===== config.mk =====
export PLATFORM = sky130hd
export DESIGN_NAME = if_fetch
export DESIGN_NICKNAME = d
export VERILOG_FILES = /design/src/rtl/if_fetch.sv
export SDC_FILE = /design/constraint.sdc
export NUM_CORES = 1
export LEC_CHECK = 0
export CELL_PAD_IN_SITES_DETAIL_PLACEMENT = 1
export CELL_PAD_IN_SITES_GLOBAL_PLACEMENT = 2
export CORE_AREA = 2 2 219 199
export CTS_BUF_LIST = sky130_fd_sc_hd__clkbuf_16
export DETAILED_ROUTE_END_ITERATION = 16
export DIE_AREA = 0 0 221 201
export PLACE_DENSITY_LB_ADDON = 0.05
export SYNTH_ARGS = -nofsm -noshare
export SYNTH_HDL_FRONTEND = slang
export SYNTH_SLANG_ARGS = --single-unit

===== constraint.sdc =====
create_clock -name clk -period 13.6 [get_ports clk]
set_input_delay 2.72 -clock clk [delete_from_list [all_inputs] [get_ports clk]]
set_output_delay 2.72 -clock clk [all_outputs]
set_load 0.01 [all_outputs]

===== src/rtl/if_fetch.sv =====
// if_fetch: instruction-fetch stage of the pipelined RISC-V core.
// Issues word-aligned requests to instruction memory and buffers the returned
// words in a small prefetch FIFO. Each cycle it hands decode either one
// instruction or a NOP bubble. It also services decode's load-use replay and
// the branch redirect.
// Optional feature: define IF_MISALIGN_CHECK_EN to add the Fetch_Misalign
// fault output. A misaligned redirect then halts fetch permanently. When the
// macro is undefined, the low two bits of the redirect target are ignored.
module if_fetch #(
    parameter logic [31:0] RESET_PC   = 32'h0000_0000,
    parameter int          FIFO_DEPTH = 2,
    parameter logic [31:0] NOP_INSTR  = 32'h0000_0013
) (
    input  logic        clk,
    input  logic        rst,
    output logic        imem_req,
    output logic [31:0] imem_addr,
    input  logic        imem_gnt,
    input  logic        imem_rvalid,
    input  logic [31:0] imem_rdata,
    input  logic        Redirect,
    input  logic [31:0] Redirect_Pc,
    input  logic        StallPc,
    input  logic [31:0] Pc_update,
    input  logic [31:0] Stalled_Instr,
    output logic [31:0] IF_Instr,
    output logic [31:0] IF_Pc,
    output logic [31:0] IF_Pc4,
    output logic        NopIFInstr
`ifdef IF_MISALIGN_CHECK_EN
    ,
    output logic        Fetch_Misalign
`endif
);

    localparam int PTR_W = $clog2(FIFO_DEPTH);
    localparam int CNT_W = PTR_W + 1;
    localparam logic [CNT_W:0] DEPTH_LIMIT = (CNT_W + 1)'(FIFO_DEPTH);

    // Fetch-side state
    logic [31:0]      fpc;
    logic [31:0]      rsp_pc;
    logic [CNT_W-1:0] outstanding;
    logic [CNT_W-1:0] out_next;
    logic [CNT_W-1:0] drop_cnt;

    // Prefetch FIFO
    logic [31:0]      fifo_instr [FIFO_DEPTH];
    logic [31:0]      fifo_pc    [FIFO_DEPTH];
    logic [PTR_W-1:0] wr_ptr;
    logic [PTR_W-1:0] rd_ptr;
    logic [CNT_W-1:0] fifo_count;

    // Replay slot and output register
    logic             replay_valid;
    logic [31:0]      replay_instr;
    logic [31:0]      replay_pc;
    logic [31:0]      out_instr;
    logic [31:0]      out_pc;
    logic [31:0]      out_pc4;
    logic             out_bubble;

    logic [31:0]      redirect_target;
    logic             fetch_halted;
    logic             grant;
    logic             rsp_fire;
    logic             rsp_keep;
    logic             pop;
    logic [CNT_W:0]   occupancy;

`ifdef IF_MISALIGN_CHECK_EN
    logic misalign_q;

    assign redirect_target = Redirect_Pc;
    assign fetch_halted    = misalign_q;
    assign Fetch_Misalign  = misalign_q;

    // A redirect to a non-word-aligned target latches a sticky fault until reset
    always_ff @(posedge clk or posedge rst) begin
        if (rst) begin
            misalign_q <= 1'b0;
        end else if (Redirect && (Redirect_Pc[1:0] != 2'b00)) begin
            misalign_q <= 1'b1;
        end
    end
`else
    logic unused_redirect_lsbs;

    assign unused_redirect_lsbs = ^Redirect_Pc[1:0];
    assign redirect_target      = {Redirect_Pc[31:2], 2'b00};
    assign fetch_halted         = 1'b0;
`endif

    // The output register consumes a FIFO word only when nothing higher-priority claims the slot.
    assign pop = !Redirect && !StallPc && !replay_valid && !fetch_halted &&
                 (fifo_count != '0);

    // A word popped this cycle frees its FIFO entry. This keeps a depth-2
    // FIFO streaming at one word per cycle.
    assign occupancy = {1'b0, outstanding} + {1'b0, fifo_count} - {{CNT_W{1'b0}}, pop};

    assign imem_req  = !rst && !Redirect && !fetch_halted && (occupancy < DEPTH_LIMIT);
    assign imem_addr = fpc;
    assign grant     = imem_req && imem_gnt;

    // A response that arrives while nothing is outstanding is stale (for example, after reset) and is ignored.
    assign rsp_fire = imem_rvalid && (outstanding != '0);
    assign rsp_keep = rsp_fire && !Redirect && (drop_cnt == '0);

    // Outstanding count after this cycle's request and response
    always_comb begin
        out_next = outstanding;
        if (grant && !rsp_fire) begin
            out_next = outstanding + CNT_W'(1);
        end else if (!grant && rsp_fire) begin
            out_next = outstanding - CNT_W'(1);
        end
    end

    // Track fetch PC, in-flight requests, words to discard and the PC of the next kept response
    always_ff @(posedge clk or posedge rst) begin
        if (rst) begin
            fpc         <= RESET_PC;
            rsp_pc      <= RESET_PC;
            outstanding <= '0;
            drop_cnt    <= '0;
        end else begin
            outstanding <= out_next;
            if (Redirect) begin
                fpc      <= redirect_target;
                rsp_pc   <= redirect_target;
                drop_cnt <= out_next;
            end else begin
                if (grant) begin
                    fpc <= fpc + 32'd4;
                end
                if (rsp_fire && (drop_cnt != '0)) begin
                    drop_cnt <= drop_cnt - CNT_W'(1);
                end
                if (rsp_keep) begin
                    rsp_pc <= rsp_pc + 32'd4;
                end
            end
        end
    end

    // Write kept response words and their PCs into the FIFO storage
    always_ff @(posedge clk) begin
        if (rsp_keep) begin
            fifo_instr[wr_ptr] <= imem_rdata;
            fifo_pc[wr_ptr]    <= rsp_pc;
        end
    end

    // Maintain FIFO pointers and occupancy; a redirect flushes everything
    always_ff @(posedge clk or posedge rst) begin
        if (rst) begin
            wr_ptr     <= '0;
            rd_ptr     <= '0;
            fifo_count <= '0;
        end else if (Redirect) begin
            wr_ptr     <= '0;
            rd_ptr     <= '0;
            fifo_count <= '0;
        end else begin
            if (rsp_keep) begin
                wr_ptr <= wr_ptr + PTR_W'(1);
            end
            if (pop) begin
                rd_ptr <= rd_ptr + PTR_W'(1);
            end
            if (rsp_keep && !pop) begin
                fifo_count <= fifo_count + CNT_W'(1);
            end else if (!rsp_keep && pop) begin
                fifo_count <= fifo_count - CNT_W'(1);
            end
        end
    end

    // Choose what decode sees next: redirect bubble, replay, parked word, FIFO word, or bubble
    always_ff @(posedge clk or posedge rst) begin
        if (rst) begin
            out_instr    <= NOP_INSTR;
            out_pc       <= RESET_PC;
            out_pc4      <= RESET_PC + 32'd4;
            out_bubble   <= 1'b1;
            replay_valid <= 1'b0;
            replay_instr <= NOP_INSTR;
            replay_pc    <= RESET_PC;
        end else if (Redirect || fetch_halted) begin
            replay_valid <= 1'b0;
            out_instr    <= NOP_INSTR;
            out_bubble   <= 1'b1;
        end else if (StallPc) begin
            out_instr  <= Stalled_Instr;
            out_pc     <= Pc_update;
            out_pc4    <= Pc_update + 32'd4;
            out_bubble <= 1'b0;
            if (!out_bubble) begin
                replay_valid <= 1'b1;
                replay_instr <= out_instr;
                replay_pc    <= out_pc;
            end
        end else if (replay_valid) begin
            out_instr    <= replay_instr;
            out_pc       <= replay_pc;
            out_pc4      <= replay_pc + 32'd4;
            out_bubble   <= 1'b0;
            replay_valid <= 1'b0;
        end else if (pop) begin
            out_instr  <= fifo_instr[rd_ptr];
            out_pc     <= fifo_pc[rd_ptr];
            out_pc4    <= fifo_pc[rd_ptr] + 32'd4;
            out_bubble <= 1'b0;
        end else begin
            out_instr  <= NOP_INSTR;
            out_bubble <= 1'b1;
        end
    end

    assign IF_Instr   = out_instr;
    assign IF_Pc      = out_pc;
    assign IF_Pc4     = out_pc4;
    assign NopIFInstr = out_bubble | StallPc;

endmodule


# Yosys cells after proc, flatten, opt, wreduce, memory -nomap -nowiden

Memories as Yosys holds them, arrays and structs flattened.
Index checks and enable logic that the tools add are counted.

Logic and storage cells: 103
Memories: 2
RAM bits: 128
Flip-flop bits (word level): 234

Eq/ne operators: 1
Mux-type cells: 34
Bitwise gates (word level): 3
Reductions and logical operators: 34
Magnitude comparators: 1
$add $sub $neg: 14

Memory list:

| name       | depth | bits a word | rd ports | clocked after memory_dff | wr ports | RTL line | RTL |
|---|---|---|---|---|---|---|---|
| fifo_instr | 2     | 32          | 1        | 0                        | 1        | 48       | `logic [31:0] fifo_instr [FIFO_DEPTH];` |
| fifo_pc    | 2     | 32          | 1        | 0                        | 1        | 49       | `logic [31:0] fifo_pc [FIFO_DEPTH];` |

Operator list:

| kind                                                        | number |
|---|---|
| 2-to-1 mux 32 bit                                           | 14 |
| adder 32 x 3 -> 32 bit (second input constant)              | 5 |
| logical AND 1 bit                                           | 14 |
| 2-to-1 mux 2 bit                                            | 7 |
| nonzero test 2 bit                                          | 7 |
| 2-to-1 mux 1 bit                                            | 13 |
| zero test 1 bit                                             | 8 |
| nonzero test 3 bit                                          | 2 |
| subtractor 2 x 1 -> 2 bit (second input constant)           | 3 |
| adder 2 x 1 -> 2 bit (second input constant)                | 2 |
| adder 2 x 2 -> 3 bit                                        | 1 |
| less-than comparator 3 x 2 -> 1 bit (second input constant) | 1 |
| inequality test 3 bit (second input constant)               | 1 |
| AND reduction 3 bit                                         | 1 |
| subtractor 3 x 1 -> 3 bit                                   | 1 |
| adder 1 bit (second input constant)                         | 2 |
| zero test 2 bit                                             | 1 |
| inverter 1 bit                                              | 2 |
| AND reduction 2 bit                                         | 1 |
| bitwise OR 1 bit                                            | 1 |

# Longest topological paths before layout

Depth in word-level cells: 13
Depth in mapped cells: 16
Gate-level depth less buffers: 13

# Least setup slack after synthesis

OpenSTA, ideal clock, no wires.

Path type: input to register
Start point: input Redirect
End point: memory fifo_instr[0][0], enable pin
Data required time: 13.041 ns
Library setup time: 0.559 ns
Stages: 4
Buffers on the path: 3
Arrival: 7.541 ns
Path slack: 5.500 ns
Path through: clkbuf_1 > clkbuf_1 > clkbuf_1 > nor3_1

Cells in the longest elaborated chain, start to end: 5

RTL lines:

| element                                | RTL line | RTL |
|---|---|---|
| start: declaration                     | 21       | `input logic Redirect,` |
| zero test 1 bit                        | 108      | `assign rsp_keep = rsp_fire && !Redirect && (drop_cnt == '0);` |
| logical AND 1 bit (2 in a row)         | 108      |  |
| 2-to-1 mux 1 bit                       | 149      | `if (rsp_keep) begin` |
| 2-to-1 mux 1 bit (implied by the code) | 150      | `fifo_instr[wr_ptr] <= imem_rdata;` |
| end: declaration                       | 48       |  |

No other way between the ends.

# Worst setup path in the final report

Start point: input StallPc
End point: output imem_req

Cells in the longest elaborated chain, start to end: 7

RTL lines:

| element                             | RTL line | RTL |
|---|---|---|
| start: declaration                  | 23       | `input logic StallPc,` |
| zero test 1 bit                     | 95       | `assign pop = !Redirect && !StallPc && !replay_valid && !fetch_halted &&` |
| logical AND 1 bit (3 in a row)      | 95       |  |
| subtractor 3 x 1 -> 3 bit           | 100      | `assign occupancy = {1'b0, outstanding} + {1'b0, fifo_count} - {{CNT_W{1'b0}}, pop};` |
| less-than comparator 3 x 2 -> 1 bit | 102      | `assign imem_req = !rst && !Redirect && !fetch_halted && (occupancy < DEPTH_LIMIT);` |
| logical AND 1 bit                   | 102      |  |
| end: declaration                    | 16       | `output logic imem_req,` |

No other way between the ends.

==> flow_metrics.tcl <==
set metrics [dict create \
    synth-async-reset-ratio_pct 64.8 \
    fin_crit_ps 8830 \
    r2r_slack_ps 9010 \
    outcome "complete, no violations" \
    nNetsFinal 1742 \
    initialDrtViolationCount 722 \
    finalWirelength_mm 48.2 \
    multiInputGateArea_um2 5970 \
    switchingPower_mw 0.970 \
    finalClockSkew_ps 12.7 \
    syn_area_per_cell_um2 11.6 \
    regArea_um2 9440 \
    grt_max_degree 98 \
    yosys_register_bits 352 \
    h-tree-depth 2 \
    max_freq_mhz 113 \
    cts_tree "yes" \
    antenna_found_initial 2 \
    finalSetupTns_ps 0 \
    yosys-mux-area-fraction_pct 8.76 \
    die_y_um 201 \
    ys_warn_count 0 \
    synth_area_um2 15900 \
    worstPathRequired_ps 10880 \
    period_share_pct 64.9 \
    postCtsSetupBuffers 0 \
    cts.sinks 352 \
    endpoint_kind "output pin" \
    grt_overflow_total 0 \
    synth_xor_area_share_pct 2.43 \
    cts_root_buf "clkbuf_16" \
    vias 11800 \
    io_buffers 259 \
    worstRegToRegCells 14 \
    synth-compound-area-share_pct 11.9 \
    cts-buffers-inserted 40 \
    grt_pass1_vias 12400 \
    synth_edf_count 124 \
    track_usage_pct 21.7 \
    core_area_um2 42400 \
    worstSetupEndpoint "imem_req" \
    yosys.area_share.simple_pct 13.5 \
    critPathMaxFanout 32 \
    grt_pass1_wl_mm 75.2 \
    setup_viol 0 \
    ant_nets 0 \
    report.final.hold_viol_count 0 \
    layout-drive-gt1-share_pct 12.3 \
    cellPowerDensity_nw_per_um2 160 \
    drt-wirelength-per-cell_um 22.0 \
    worstReg2RegEnd "imem_addr[18]" \
    drc 0 \
    post_cts_resized 0 \
    via_per_inst 5.39 \
    final_common_cell "clkdlybuf4s50_1" \
    grt_setup_unrepaired "false" \
    chipWidth_um 221 \
    ios 264 \
    yosysSeqAreaShare_pct 59.5 \
    ctsHoldBuffers 0 \
    rr_startpoint "replay_valid" \
    syn_inst 1365 \
    drt_pre_antenna_iters 6 \
    worstSetupStartpoint "StallPc" \
    gp_congestion 0.803 \
    cap_violations 0 \
    seqPwrFrac_pct 45.1 \
    mostFrequentLayoutCells "clkdlybuf4s50_1, dfrtp_1, nand2_1, edfxtp_1" \
    synth_top_flop_cell "dfrtp_1" \
    fp.dieArea_um2 44400 \
    hp-class "reg2reg" \
    leakage_nw 7.87 \
    combPwrFrac_pct 23.8 \
    clkPwrFrac_pct 31.1 \
    fillers 4500 \
    critPathKind "in2out" \
    clkTransAtPathRegs_ps 60 \
    crit_arrival_ps 6110 \
    peakVddDrop_v 0.0000928 \
    synth_top_family_by_area "simple AND/OR/NAND/NOR gates" \
    num_rows 72 \
    clock_latency_ps 550 \
    hold_slack_ps 475 \
    syn2layout_area_growth_pct 27.2 \
    synth_fa_ha_area_share_pct 0.804 \
    worstMarginPinSlew_ps 1090 \
    clock_path_buffers 3 \
    initial_core_util_pct 37.4 \
    switching_share_pct 30.0 \
    hpwlAfterDp_mm 32.4 \
    timing.slew.headroom_pct 26.4 \
    synth_cell_types 68 \
    slew_violations 0 \
    start_kind "primary input" \
    p_int_mw 2.27 \
]
-- worst max-delay path: stages --
cell	delay, ps
buf_4	150
or2_2	400
nor2_2	130
buf_4	420
nand3_1	280
inv_1	130
ha_1	220
nand2b_1	150
fa_1	490
nor3b_1	280
and2_1	180
clkdlybuf4s50_1	530
-- Yosys cell counts, drive strengths merged, types with 4 or more instances --
library cell / count / share of area, %
o311ai: 15 / 0.83
dfstp: 8 / 1.3
and2: 14 / 0.55
and3: 20 / 0.79
nor2: 98 / 2.3
mux2i: 32 / 2.0
o21ai: 86 / 2.7
clkbuf: 59 / 1.4
nor2b: 13 / 0.51
a221o: 14 / 0.88
nor4: 12 / 0.51
and4: 6 / 0.33
a21oi: 21 / 0.66
nand4: 28 / 1.1
nor3: 12 / 0.41
buf: 29 / 0.93
edfxtp: 124 / 23
nor3b: 17 / 0.80
a222oi: 21 / 1.3
dfrtp: 220 / 35
ha: 7 / 0.55
xnor2: 22 / 1.2
a211oi: 6 / 0.28
a21o: 8 / 0.38
inv: 36 / 0.85
a31oi: 14 / 0.55
nand2b: 5 / 0.20
xor2: 22 / 1.2
o21a: 4 / 0.19
nand2: 165 / 3.9
a221oi: 20 / 1.3
or4: 7 / 0.33
mux2: 95 / 6.7
o31ai: 10 / 0.47
o211ai: 17 / 0.80
nand3: 36 / 1.1
-- metrics by stage --
step / util [%] / cells / power, mW / area (µm²) / setup slack (ps)
after floorplan: - / 1366 / 1.87 / 15900 / 4650
after global placement: 44.8 / 2113 / 2.23 / 19000 / 4760
after detailed placement: 44.8 / 2113 / 2.25 / 19000 / 4760
after CTS: 47.6 / 2186 / 3.28 / 20200 / 4740
after global routing: 47.6 / 2187 / 3.41 / 20200 / 4520
final: 47.6 / 2187 / 3.24 / 20200 / 4770
-- state kept, by name (all words and copies together) (netlist names), 2 cells and up --
name          cells
imem_addr        30
IF_Instr         32
fifo_instr       64
IF_Pc4           30
rsp_pc           30
outstanding       2
IF_Pc            32
replay_pc        32
fifo_pc          60
fifo_count        2
replay_instr     32
drop_cnt          2
-- logic make-up after synthesis --
family,count (synthesis)
simple gates,445
flops,352
compound gates,262
mux,127
buf+inv,124
xor+xnor,44
fa+ha+maj,10
other cells,1
-- area by class of cell --
class	instances	area share, %
Sequential cell	352	46.8
Multi-Input combinational cell	890	29.5
Timing Repair Buffer	280	13.6
Clock buffer	40	4.96
Tap cell	555	3.44
Clock inverter	33	1.00
Inverter	36	0.706
Antenna cell	1	0.0124
-- power by group through the flow --
| stage | Sequential, mW | Combinational, mW | Clock (mW) |
|---|---|---|---|
| floorplan | 1.47 | 0.400 | 0 |
| global placement | 1.47 | 0.758 | 0 |
| detailed placement | 1.48 | 0.776 | 0 |
| CTS | 1.46 | 0.780 | 1.04 |
| global route | 1.49 | 0.844 | 1.08 |
| finish | 1.46 | 0.769 | 1.01 |
-- routing by layer --
layer  wire length, µm  GRT usage (%)  vias up
met5                13              0        -
met4               730           5.42        2
met3              1930           3.50       44
met2             21700           32.6      236
met1             23800           32.5     6001
li1                  -              -     5501
-- how the worst min path moves through the flow --
| stage | from | end | slack, ps | depth (start not counted) |
|---|---|---|---|---|
| global route | IF_Pc4[12] | IF_Pc4[12] | 510 | 2 |
| CTS | IF_Pc4[12] | IF_Pc4[12] | 480 | 2 |
| global placement | IF_Pc4[12] | IF_Pc4[12] | 460 | 2 |
| detailed placement | IF_Pc4[12] | IF_Pc4[12] | 470 | 2 |
| finish | IF_Pc4[12] | IF_Pc4[12] | 480 | 2 |
| floorplan | rsp_pc[31] | fifo_pc[0][31] | 460 | 0 |
No activity file was read; power rests on OpenSTA's default activity.
